--- src/rtl/decode_stage.sv ---
// MIPS ID stage with ID/EX pipeline register: decode, operand select, load-use stall detection.
// Define WB_BYPASS_EN to forward same-cycle write-back data into the operands.
module decode_stage #(
  parameter int unsigned DATA_W     = 32,
  parameter int unsigned REG_ADDR_W = 5
) (
  input  logic                  clk,
  input  logic                  rst,
  input  logic [DATA_W-1:0]     instr_d,
  input  logic [DATA_W-1:0]     pcplus4_d,
  input  logic                  valid_d,
  input  logic                  flush_e,
  output logic [REG_ADDR_W-1:0] rf_a1,
  output logic [REG_ADDR_W-1:0] rf_a2,
  input  logic [DATA_W-1:0]     rf_rd1,
  input  logic [DATA_W-1:0]     rf_rd2,
  input  logic                  wb_we,
  input  logic [REG_ADDR_W-1:0] wb_addr,
  input  logic [DATA_W-1:0]     wb_data,
  output logic                  stall_d,
  output logic                  valid_e,
  output logic [DATA_W-1:0]     rd1_e,
  output logic [DATA_W-1:0]     rd2_e,
  output logic [DATA_W-1:0]     imm_e,
  output logic [REG_ADDR_W-1:0] rs_e,
  output logic [REG_ADDR_W-1:0] rt_e,
  output logic [REG_ADDR_W-1:0] rd_e,
  output logic [DATA_W-1:0]     pcplus4_e,
  output logic                  regwrite_e,
  output logic                  memtoreg_e,
  output logic                  memwrite_e,
  output logic                  branch_e,
  output logic                  alusrc_e,
  output logic                  regdst_e,
  output logic [2:0]            aluctrl_e
);

  localparam logic [5:0] OpRtype = 6'h00;
  localparam logic [5:0] OpLw    = 6'h23;
  localparam logic [5:0] OpSw    = 6'h2b;
  localparam logic [5:0] OpBeq   = 6'h04;
  localparam logic [5:0] OpAddi  = 6'h08;

  localparam logic [2:0] AluAdd = 3'b010;
  localparam logic [2:0] AluSub = 3'b110;
  localparam logic [2:0] AluAnd = 3'b000;
  localparam logic [2:0] AluOr  = 3'b001;
  localparam logic [2:0] AluSlt = 3'b111;

  logic [5:0]            opcode;
  logic [5:0]            funct;
  logic [REG_ADDR_W-1:0] rs_d, rt_d, rd_d;
  logic [DATA_W-1:0]     imm_d;
  logic [DATA_W-1:0]     rd1_d, rd2_d;
  logic                  regwrite_d, memtoreg_d, memwrite_d, branch_d, alusrc_d, regdst_d;
  logic [2:0]            aluctrl_d;
  logic                  uses_rt;
  logic                  bubble;

  assign opcode = instr_d[31:26];
  assign funct  = instr_d[5:0];
  assign rs_d   = instr_d[25:21];
  assign rt_d   = instr_d[20:16];
  assign rd_d   = instr_d[15:11];
  assign imm_d  = {{(DATA_W-16){instr_d[15]}}, instr_d[15:0]};
  assign rf_a1  = rs_d;
  assign rf_a2  = rt_d;

  always_comb begin
    regwrite_d = 1'b0;
    memtoreg_d = 1'b0;
    memwrite_d = 1'b0;
    branch_d   = 1'b0;
    alusrc_d   = 1'b0;
    regdst_d   = 1'b0;
    aluctrl_d  = 3'b000;
    case (opcode)
      OpRtype: begin
        // Unknown funct decodes as a NOP: no controls asserted.
        case (funct)
          6'h20: begin regwrite_d = 1'b1; regdst_d = 1'b1; aluctrl_d = AluAdd; end
          6'h22: begin regwrite_d = 1'b1; regdst_d = 1'b1; aluctrl_d = AluSub; end
          6'h24: begin regwrite_d = 1'b1; regdst_d = 1'b1; aluctrl_d = AluAnd; end
          6'h25: begin regwrite_d = 1'b1; regdst_d = 1'b1; aluctrl_d = AluOr;  end
          6'h2a: begin regwrite_d = 1'b1; regdst_d = 1'b1; aluctrl_d = AluSlt; end
          default: ;
        endcase
      end
      OpLw: begin
        regwrite_d = 1'b1;
        memtoreg_d = 1'b1;
        alusrc_d   = 1'b1;
        aluctrl_d  = AluAdd;
      end
      OpSw: begin
        memwrite_d = 1'b1;
        alusrc_d   = 1'b1;
        aluctrl_d  = AluAdd;
      end
      OpBeq: begin
        branch_d  = 1'b1;
        aluctrl_d = AluSub;
      end
      OpAddi: begin
        regwrite_d = 1'b1;
        alusrc_d   = 1'b1;
        aluctrl_d  = AluAdd;
      end
      default: ;
    endcase
  end

  always_comb begin
    rd1_d = '0;
    rd2_d = '0;
    if (rf_a1 != '0) begin
      rd1_d = rf_rd1;
`ifdef WB_BYPASS_EN
      if (wb_we && (wb_addr == rf_a1)) rd1_d = wb_data;
`endif
    end
    if (rf_a2 != '0) begin
      rd2_d = rf_rd2;
`ifdef WB_BYPASS_EN
      if (wb_we && (wb_addr == rf_a2)) rd2_d = wb_data;
`endif
    end
  end

`ifndef WB_BYPASS_EN
  logic unused_wb;
  assign unused_wb = ^{wb_we, wb_addr, wb_data};
`endif

  // Only R-type, sw and beq actually read rt as a source.
  assign uses_rt = (opcode == OpRtype) || (opcode == OpSw) || (opcode == OpBeq);

  assign stall_d = valid_e && memtoreg_e && (rt_e != '0) && valid_d &&
                   ((rt_e == rs_d) || (uses_rt && (rt_e == rt_d)));

  assign bubble = flush_e || stall_d;

  always_ff @(posedge clk or negedge rst) begin
    if (!rst) begin
      valid_e    <= 1'b0;
      rd1_e      <= '0;
      rd2_e      <= '0;
      imm_e      <= '0;
      rs_e       <= '0;
      rt_e       <= '0;
      rd_e       <= '0;
      pcplus4_e  <= '0;
      regwrite_e <= 1'b0;
      memtoreg_e <= 1'b0;
      memwrite_e <= 1'b0;
      branch_e   <= 1'b0;
      alusrc_e   <= 1'b0;
      regdst_e   <= 1'b0;
      aluctrl_e  <= 3'b000;
    end else begin
      // Data fields load unconditionally; consumers qualify them with valid_e.
      rd1_e     <= rd1_d;
      rd2_e     <= rd2_d;
      imm_e     <= imm_d;
      rs_e      <= rs_d;
      rt_e      <= rt_d;
      rd_e      <= rd_d;
      pcplus4_e <= pcplus4_d;
      if (bubble || !valid_d) begin
        valid_e    <= 1'b0;
        regwrite_e <= 1'b0;
        memtoreg_e <= 1'b0;
        memwrite_e <= 1'b0;
        branch_e   <= 1'b0;
        alusrc_e   <= 1'b0;
        regdst_e   <= 1'b0;
        aluctrl_e  <= 3'b000;
      end else begin
        valid_e    <= 1'b1;
        regwrite_e <= regwrite_d;
        memtoreg_e <= memtoreg_d;
        memwrite_e <= memwrite_d;
        branch_e   <= branch_d;
        alusrc_e   <= alusrc_d;
        regdst_e   <= regdst_d;
        aluctrl_e  <= aluctrl_d;
      end
    end
  end

endmodule

--- config.mk ---
export PLATFORM = sky130hd
export DESIGN_NAME = decode_stage
export DESIGN_NICKNAME = d
export VERILOG_FILES = /design/src/rtl/decode_stage.sv
export SDC_FILE = /design/constraint.sdc
export NUM_CORES = 1
export LEC_CHECK = 0
export BUFFER_PORTS_ARGS = -buffer_cell sky130_fd_sc_hd__buf_2
export CAP_MARGIN = 30
export CORE_AREA = 5 5 127 129
export CTS_BUF_LIST = sky130_fd_sc_hd__clkbuf_4
export DETAILED_ROUTE_END_ITERATION = 7
export DIE_AREA = 0 0 132 134
export PLACE_DENSITY = 0.68
export SLEW_MARGIN = 25
export SYNTH_ARGS = -nofsm -noshare
export SYNTH_HDL_FRONTEND = slang
export SYNTH_SLANG_ARGS = --single-unit
--- constraint.sdc ---
create_clock -name clk -period 2.03 [get_ports clk]
set_input_delay 0.203 -clock clk [delete_from_list [all_inputs] [get_ports clk]]
set_output_delay 0.203 -clock clk [all_outputs]
set_load 0.005 [all_outputs]
==> results of run 1 <==
-- per-stage QoR --
stage	total power, W	setup WS [ns]
2_1_floorplan	0.00302	0.350
3_3_place_gp	0.00337	0.216
3_5_place_dp	0.00339	0.193
4_1_cts	0.00539	-0.369
5_1_grt	0.00559	-0.427
6_report	0.00530	-0.268
-- worst min-delay path by stage --
stage | slack (ns) | startpoint | end
floorplan | -0.09 | rst | aluctrl_e[0]$_DFF_PN0_
global placement | 0.20 | rst | regdst_e$_DFF_PN0_
detailed placement | 0.21 | rst | regdst_e$_DFF_PN0_
CTS | 0.02 | instr_d[27] | regwrite_e$_DFF_PN0_
global route | 0.04 | instr_d[27] | regwrite_e$_DFF_PN0_
finish | 0.1 | instr_d[27] | regwrite_e$_DFF_PN0_
-- tightest hold or removal path, stage by stage --
cell	delay (ns)
buf_2	0.11
nor3_1	0.08
o21ai_0	0.09
a211oi_1	0.09
-- per-layer routing --
layer	global-route usage (%)	up-vias	routed length, microns
met1	17.1	1872	5050
met2	30.6	199	8040
met3	6.34	33	1180
li1	-	1785	-
met5	0	-	0
met4	7.43	0	367
-- repair_timing --
action | 4_1_cts | 5_1_grt
hold buffers | 136 | 0
resized for setup | 1 | 0
endpoints found under the setup margin | 1 | 1
hold endpoints to repair | 261 | 0
pin swaps | 5 | 2
buffers inserted | 6 | 0
-- power by group through the flow --
stage | combinational (W) | clock, W | sequential (W)
CTS | 0.000745 | 0.00185 | 0.00280
finish | 0.000743 | 0.00175 | 0.00280
floorplan | 0.000143 | 0 | 0.00288
detailed placement | 0.000531 | 0 | 0.00286
global placement | 0.000520 | 0 | 0.00285
global route | 0.000813 | 0.00195 | 0.00282
-- cell type report --
type	instances	area, sq um	area share [%]
clock inverters	11	138	1.79
inverters	1	3.75	0.0488
repair buffers	442	2960	38.6
well taps	188	235	3.06
flip-flops and latches	132	3300	43.0
clock buffers	19	143	1.86
multi-input cells	128	898	11.7
-- sequential cells by signal, summed over array words and instances, names as in the netlist --
signal and count:
pcplus4_e 32, rd1_e 32, rd2_e 32, imm_e 12
rs_e 5, rt_e 5, rd_e 4, aluctrl_e 3
alusrc_e 1, branch_e 1, memtoreg_e 1, memwrite_e 1
regdst_e 1, regwrite_e 1, valid_e 1
-- layout by cell type, fill, tap and decap left out, types with 3 or more instances in the layout --
cell type      synthesis  routed
bufinv_16              0       3
nor2_2                 1       3
buf_2                  0     294
nor2b_1               66      66
nor2_1                 7       5
clkinv_1               0       3
buf_4                 31       8
nor3_1                 5       5
dlygate4sd3_1          0     136
xnor2_1                8       8
nand2_1                4       4
nand2b_1               3       3
dfrtp_1              132     132
clkbuf_4               0      19
buf_12                 0       3
clkinv_4               0       3
-- kinds of logic (layout without fill, tap and decap cells) --
| family | count (synthesis) | count (layout) | synth area share (%) |
|---|---|---|---|
| xor gates and xnor gates | 10 | 10 | 1.97 |
| buffers and inverters | 39 | 473 | 6.07 |
| and+or+nand+nor | 107 | 107 | 15.7 |
| DFF | 132 | 132 | 74.2 |
| AOI/OAI and AO/OA | 11 | 11 | 2.08 |
==> flow_metrics.tcl, run 1 <==
set metrics [dict create \
    port_buffers 295 \
    min_path_cells 4 \
    pwr-share-comb_pct 14.0 \
    fin_crit_sh_pct 113 \
    totalWireLength_microns 14600 \
    endpoint_kind "output port" \
    grt_max_degree 77 \
    critPathMaxFanout 3 \
    synth_commonest_cells "dfrtp_1 (132), nor2b_1 (66), buf_4 (31)" \
    n_antenna_cell 0 \
    r2r_end "aluctrl_e[1]$_DFF_PN0_" \
    p_int_w 0.00406 \
    grt_usage_pct 16.8 \
    power.leakage_nw 3.83 \
    die_w_microns 132 \
    cts_buffers 17 \
    cts_buffer_depth 2 \
    max_stage_delay_ns 0.54 \
    final_cells 921 \
    ioPinCount 334 \
    fmax_ghz 0.435 \
    syn-instance-count 299 \
    postLayoutCellArea_sq_um 7680 \
    crit_chain "or4_4, o21ai_4, nor4b_2, or2_1, buf_2" \
    yosysWarnings 0 \
    cts_tree "built" \
    synth_most_common_cell "dfrtp_1" \
    crit_family "simple AND/OR/NAND/NOR gates" \
    hold_viol_final 0 \
    die_h_microns 134 \
    insertion_delay_ns 0.50 \
    switching_share_pct 23.4 \
    synth-seq-area-share_pct 74.2 \
    initial_core_util_pct 29.8 \
    synth_area_leaders "dfrtp_1 (74%), nor2b_1 (9.3%), buf_4 (5.2%)" \
    cp_num_buf_inv 1 \
    pwr-share-seq_pct 52.9 \
    dpl-instance-area_sq_um 5990 \
    async_reset_ff_share_pct 100 \
    fin_nets 892 \
    avgSynthCellArea_sq_um 14.9 \
    slew-limit-headroom_pct 56.1 \
    cp-start-kind "flip-flop" \
    via_per_inst 4.22 \
    grt_pass1_vias 4438 \
    reg2reg_depth 5 \
    final_util_pct 51.5 \
    via_count 3889 \
    synth_top_cell_area_share_pct 74.2 \
    syn_area_sq_um 4450 \
    ys_types 36 \
    reg2reg_setup_slack_ns 0.25 \
    report.final.slew_viol_count 0 \
    fin_skew_ns 0.0125 \
    synth-edff-count 0 \
    rsz0062_at_grt "yes" \
    hold_class "in2reg" \
    synth_nets 469 \
    drt-initial-drc-count 101 \
    setup_tns_ns -0.268 \
    drive_gt1_share_pct 47.3 \
    synth-seq-cells 132 \
    gp_congestion 0.795 \
    clk_pin_slew_ns 0.11 \
    fin_ws_ns -0.268 \
    htree_levels 4 \
    synth.largest_area_cell "dfrtp_1" \
    cts_root_buf "clkbuf_4" \
    required_ns 1.83 \
    worst_path_max_delay_cell "or4_4" \
    fin_hold_ws_ns 0.0960 \
    drcViolationCount 0 \
    area_growth_pct 72.6 \
    setup.worst_path.start "rt_e[3]$_DFF_PN0_" \
    worst_slew_pin_slew_ns 0.652 \
    ant_nets 0 \
    crit_arrival_ns 2.09 \
    fillers 1247 \
    cap_viol_max_count 0 \
    critical_path_class "reg2out" \
    cp.depth 5 \
    coreArea_sq_um 14900 \
    overflow 0 \
    finalSetupViolations 1 \
    crit_end "stall_d" \
    dp.cells 749 \
    clock-sinks 132 \
    synth_ff_type "dfrtp_1" \
    power_density_nw_per_um2 689 \
    antenna_found_initial 0 \
    power_switching_w 0.00124 \
    rows 45 \
    p_clk_share_pct 33.0 \
    regToRegStartpoint "rt_e[3]$_DFF_PN0_" \
    dieArea_sq_um 17700 \
    peakVddDrop_mv 0.326 \
    first_pass_iters 4 \
    grt_pass1_wl_microns 23500 \
    wire_per_inst_microns 15.9 \
    violations "setup timing" \
    status "finished with violations" \
    fin_crit_ns 2.30 \
    place_hpwl_microns 9930 \
]
(Power assumes the default switching activity.)
==> run 2: changes to the inputs <==
- ABC_AREA: unset -> 1
- CORE_AREA: 5 5 127 129 -> 2 2 129 131
- DIE_AREA: 0 0 132 134 -> 0 0 131 133
- PLACE_DENSITY: 0.68 -> 0.65
==> flow_metrics.tcl, run 2 <==
set metrics [dict create \
    slew-limit-headroom_pct 67.7 \
    antenna_found_initial 1 \
    peakVddDrop_mv 0.291 \
    finalSetupViolations 0 \
    fin_skew_ns 0.00902 \
    postCtsSetupBuffers 0 \
    worstHoldStart "valid_d" \
    critical_path_class "in2reg" \
    synth-seq-cells 132 \
    cp-start-kind "input port" \
    fin_crit_ns 1.93 \
    synth-seq-area-share_pct 73.3 \
    port_buffers 295 \
    fillers 1483 \
    area_growth_pct 71.4 \
    grt_max_degree 50 \
    drt-initial-drc-count 98 \
    synth_area_leaders "dfrtp_1 (73%), nand2_1 (7.1%), inv_1 (6.7%)" \
    status "finished, final reports clean" \
    max_stage_delay_ns 0.59 \
    synth_xor_area_share_pct 1.55 \
    final_util_pct 47.8 \
    setup_tns_ns 0 \
    power_w 0.00546 \
    via_per_inst 3.84 \
    ys_types 20 \
    htree_levels 4 \
    report.final.slew_viol_count 0 \
    layout_commonest_cell "buf_2" \
    critPathMaxFanout 4 \
    final_cells 1036 \
    worst_path_max_delay_cell "dlygate4sd3_1" \
    avgSynthCellArea_sq_um 11.6 \
    required_ns 2.49 \
    synth-edff-count 0 \
    rsz0062_at_grt "yes" \
    power_density_nw_per_um2 706 \
    syn_area_sq_um 4510 \
    dieArea_sq_um 17400 \
    totalWireLength_microns 13600 \
    power.leakage_nw 4.37 \
    place_hpwl_microns 9410 \
    hold_class "in2reg" \
    clk_pin_slew_ns 0.11 \
    initial_core_util_pct 27.9 \
    fin_nets 974 \
    drcViolationCount 0 \
    crit_chain "dlygate4sd3_1, buf_2, nor2_1, nand3_1, dlygate4sd3_1, nor2_2, dlygate4sd3_1" \
    synth_compound_area_share_pct 0.527 \
    n_antenna_cell 0 \
    async_reset_ff_share_pct 100 \
    ioPinCount 334 \
    endpoint_kind "flip-flop" \
    synth_commonest_cells "dfrtp_1 (132), nand2_1 (85), inv_1 (80)" \
    gp_congestion 0.783 \
    wire_per_inst_microns 13.1 \
    die_w_microns 131 \
    yosys.area_share.simple_pct 12.0 \
    yosysWarnings 0 \
    synth_ff_type "dfrtp_1" \
    drive_gt1_share_pct 44.0 \
    die_h_microns 133 \
    most-common-layout-cells "buf_2 (293), dlygate4sd3_1 (132), dfrtp_1 (127)" \
    via_count 3977 \
    synth_most_common_cell "dfrtp_1" \
    cts_root_buf "clkbuf_4" \
    cts_tree "built" \
    fmax_ghz 0.519 \
    grt_usage_pct 15.8 \
    worst_slew_pin_slew_ns 0.484 \
    insertion_delay_ns 0.52 \
    coreArea_sq_um 16200 \
    hold_viol_final 0 \
    grt_pass1_wl_microns 20600 \
    reg_top3 "pcplus4_e x32, rd1_e x32, rd2_e x32" \
    synth_top_cell_area_share_pct 73.3 \
    synth_fa_ha_area_share_pct 0 \
    syn-instance-count 390 \
    synth_top_family_by_area "buffers and inverters" \
    regToRegStartpoint "rt_e[1]$_DFF_PN0_" \
    overflow 0 \
    synth.largest_area_cell "dfrtp_1" \
    grt_pass1_vias 4223 \
    synthMuxAreaShare_pct 0 \
    first_pass_iters 4 \
    crit_top_cell "dlygate4sd3_1" \
    synth_nets 560 \
    cts_buffer_depth 2 \
    cap_viol_max_count 0 \
    crit_arrival_ns 2.39 \
    cts_buffers 17 \
    rows 47 \
    dp.cells 873 \
    clock-sinks 132 \
    setup.worst_path.start "instr_d[28]" \
    fin_crit_sh_pct 95.0 \
    ant_nets 0 \
]
[run 2: per-layer routing]
metal / GRT usage, % / vias to the layer above / routed length [microns]
li1: - / 1915 / -
met4: 6.56 / 2 / 340
met1: 16.0 / 1852 / 5010
met3: 5.58 / 26 / 1000
met2: 28.9 / 182 / 7260
met5: 0 / - / 7
[run 2: final timing paths]
path | to | cells after the start | slack, ns
max | memtoreg_e$_DFF_PN0_ | 7 | 0.10
max in group asynchronous | rd2_e[19]$_DFF_PN0_ | 3 | 1.24
min | aluctrl_e[0]$_DFF_PN0_ | 5 | 0.14
min in group asynchronous | rd1_e[21]$_DFF_PN0_ | 2 | 0.18
max reg2reg | branch_e$_DFF_PN0_ | 8 | 0.12
min reg2reg | aluctrl_e[0]$_DFF_PN0_ | 5 | 0.82
[run 2: what timing repair did]
action | in CTS | in global routing
resized for setup | 1 | 10
pin swaps | 0 | 9
endpoints found under the hold margin | 264 | 0
endpoints found under the setup margin | 1 | 4
hold buffers | 132 | 0
[run 2: cell type report]
class	instances	area, sq um	share of cell area, %
flip-flops and latches	132	3310	42.8
well taps	220	275	3.56
clock inverters	14	188	2.43
repair buffers	432	2870	37.2
clock buffers	17	128	1.65
multi-input cells	139	651	8.42
inverters	82	308	3.98
[run 2: logic make-up after synthesis]
kind of cell | after synthesis
buffers and inverters | 119
AOI/OAI and AO/OA | 4
xor gates and xnor gates | 8
and+or+nand+nor | 127
DFF | 132
[run 2: critical path: cells and delay by family]
| family | cells | cell delay, ns |
|---|---|---|
| buf+inv | 4 | 1.81 |
| simple gates | 3 | 0.38 |
[run 2: where the power goes]
group          switching (W)  leakage (nW)  total [W]  internal, W
Clock               0.000961         0.173    0.00193     0.000967
Combinational       0.000311          2.63   0.000725     0.000414
Sequential         0.0000440          1.56    0.00280      0.00276
Total                0.00132          4.37    0.00546      0.00414
[run 2: per-stage QoR]
step | setup slack, ns | hold WS (ns) | cell area, sq um
6_report | 0.102 | 0.142 | 7730
5_1_grt | -0.0482 | 0.100 | 7730
4_1_cts | 0.00101 | 0.0338 | 7700
3_5_place_dp | 0.637 | 0.178 | 6070
3_3_place_gp | 0.643 | 0.173 | 6070
2_1_floorplan | 0.846 | -0.0926 | 4510
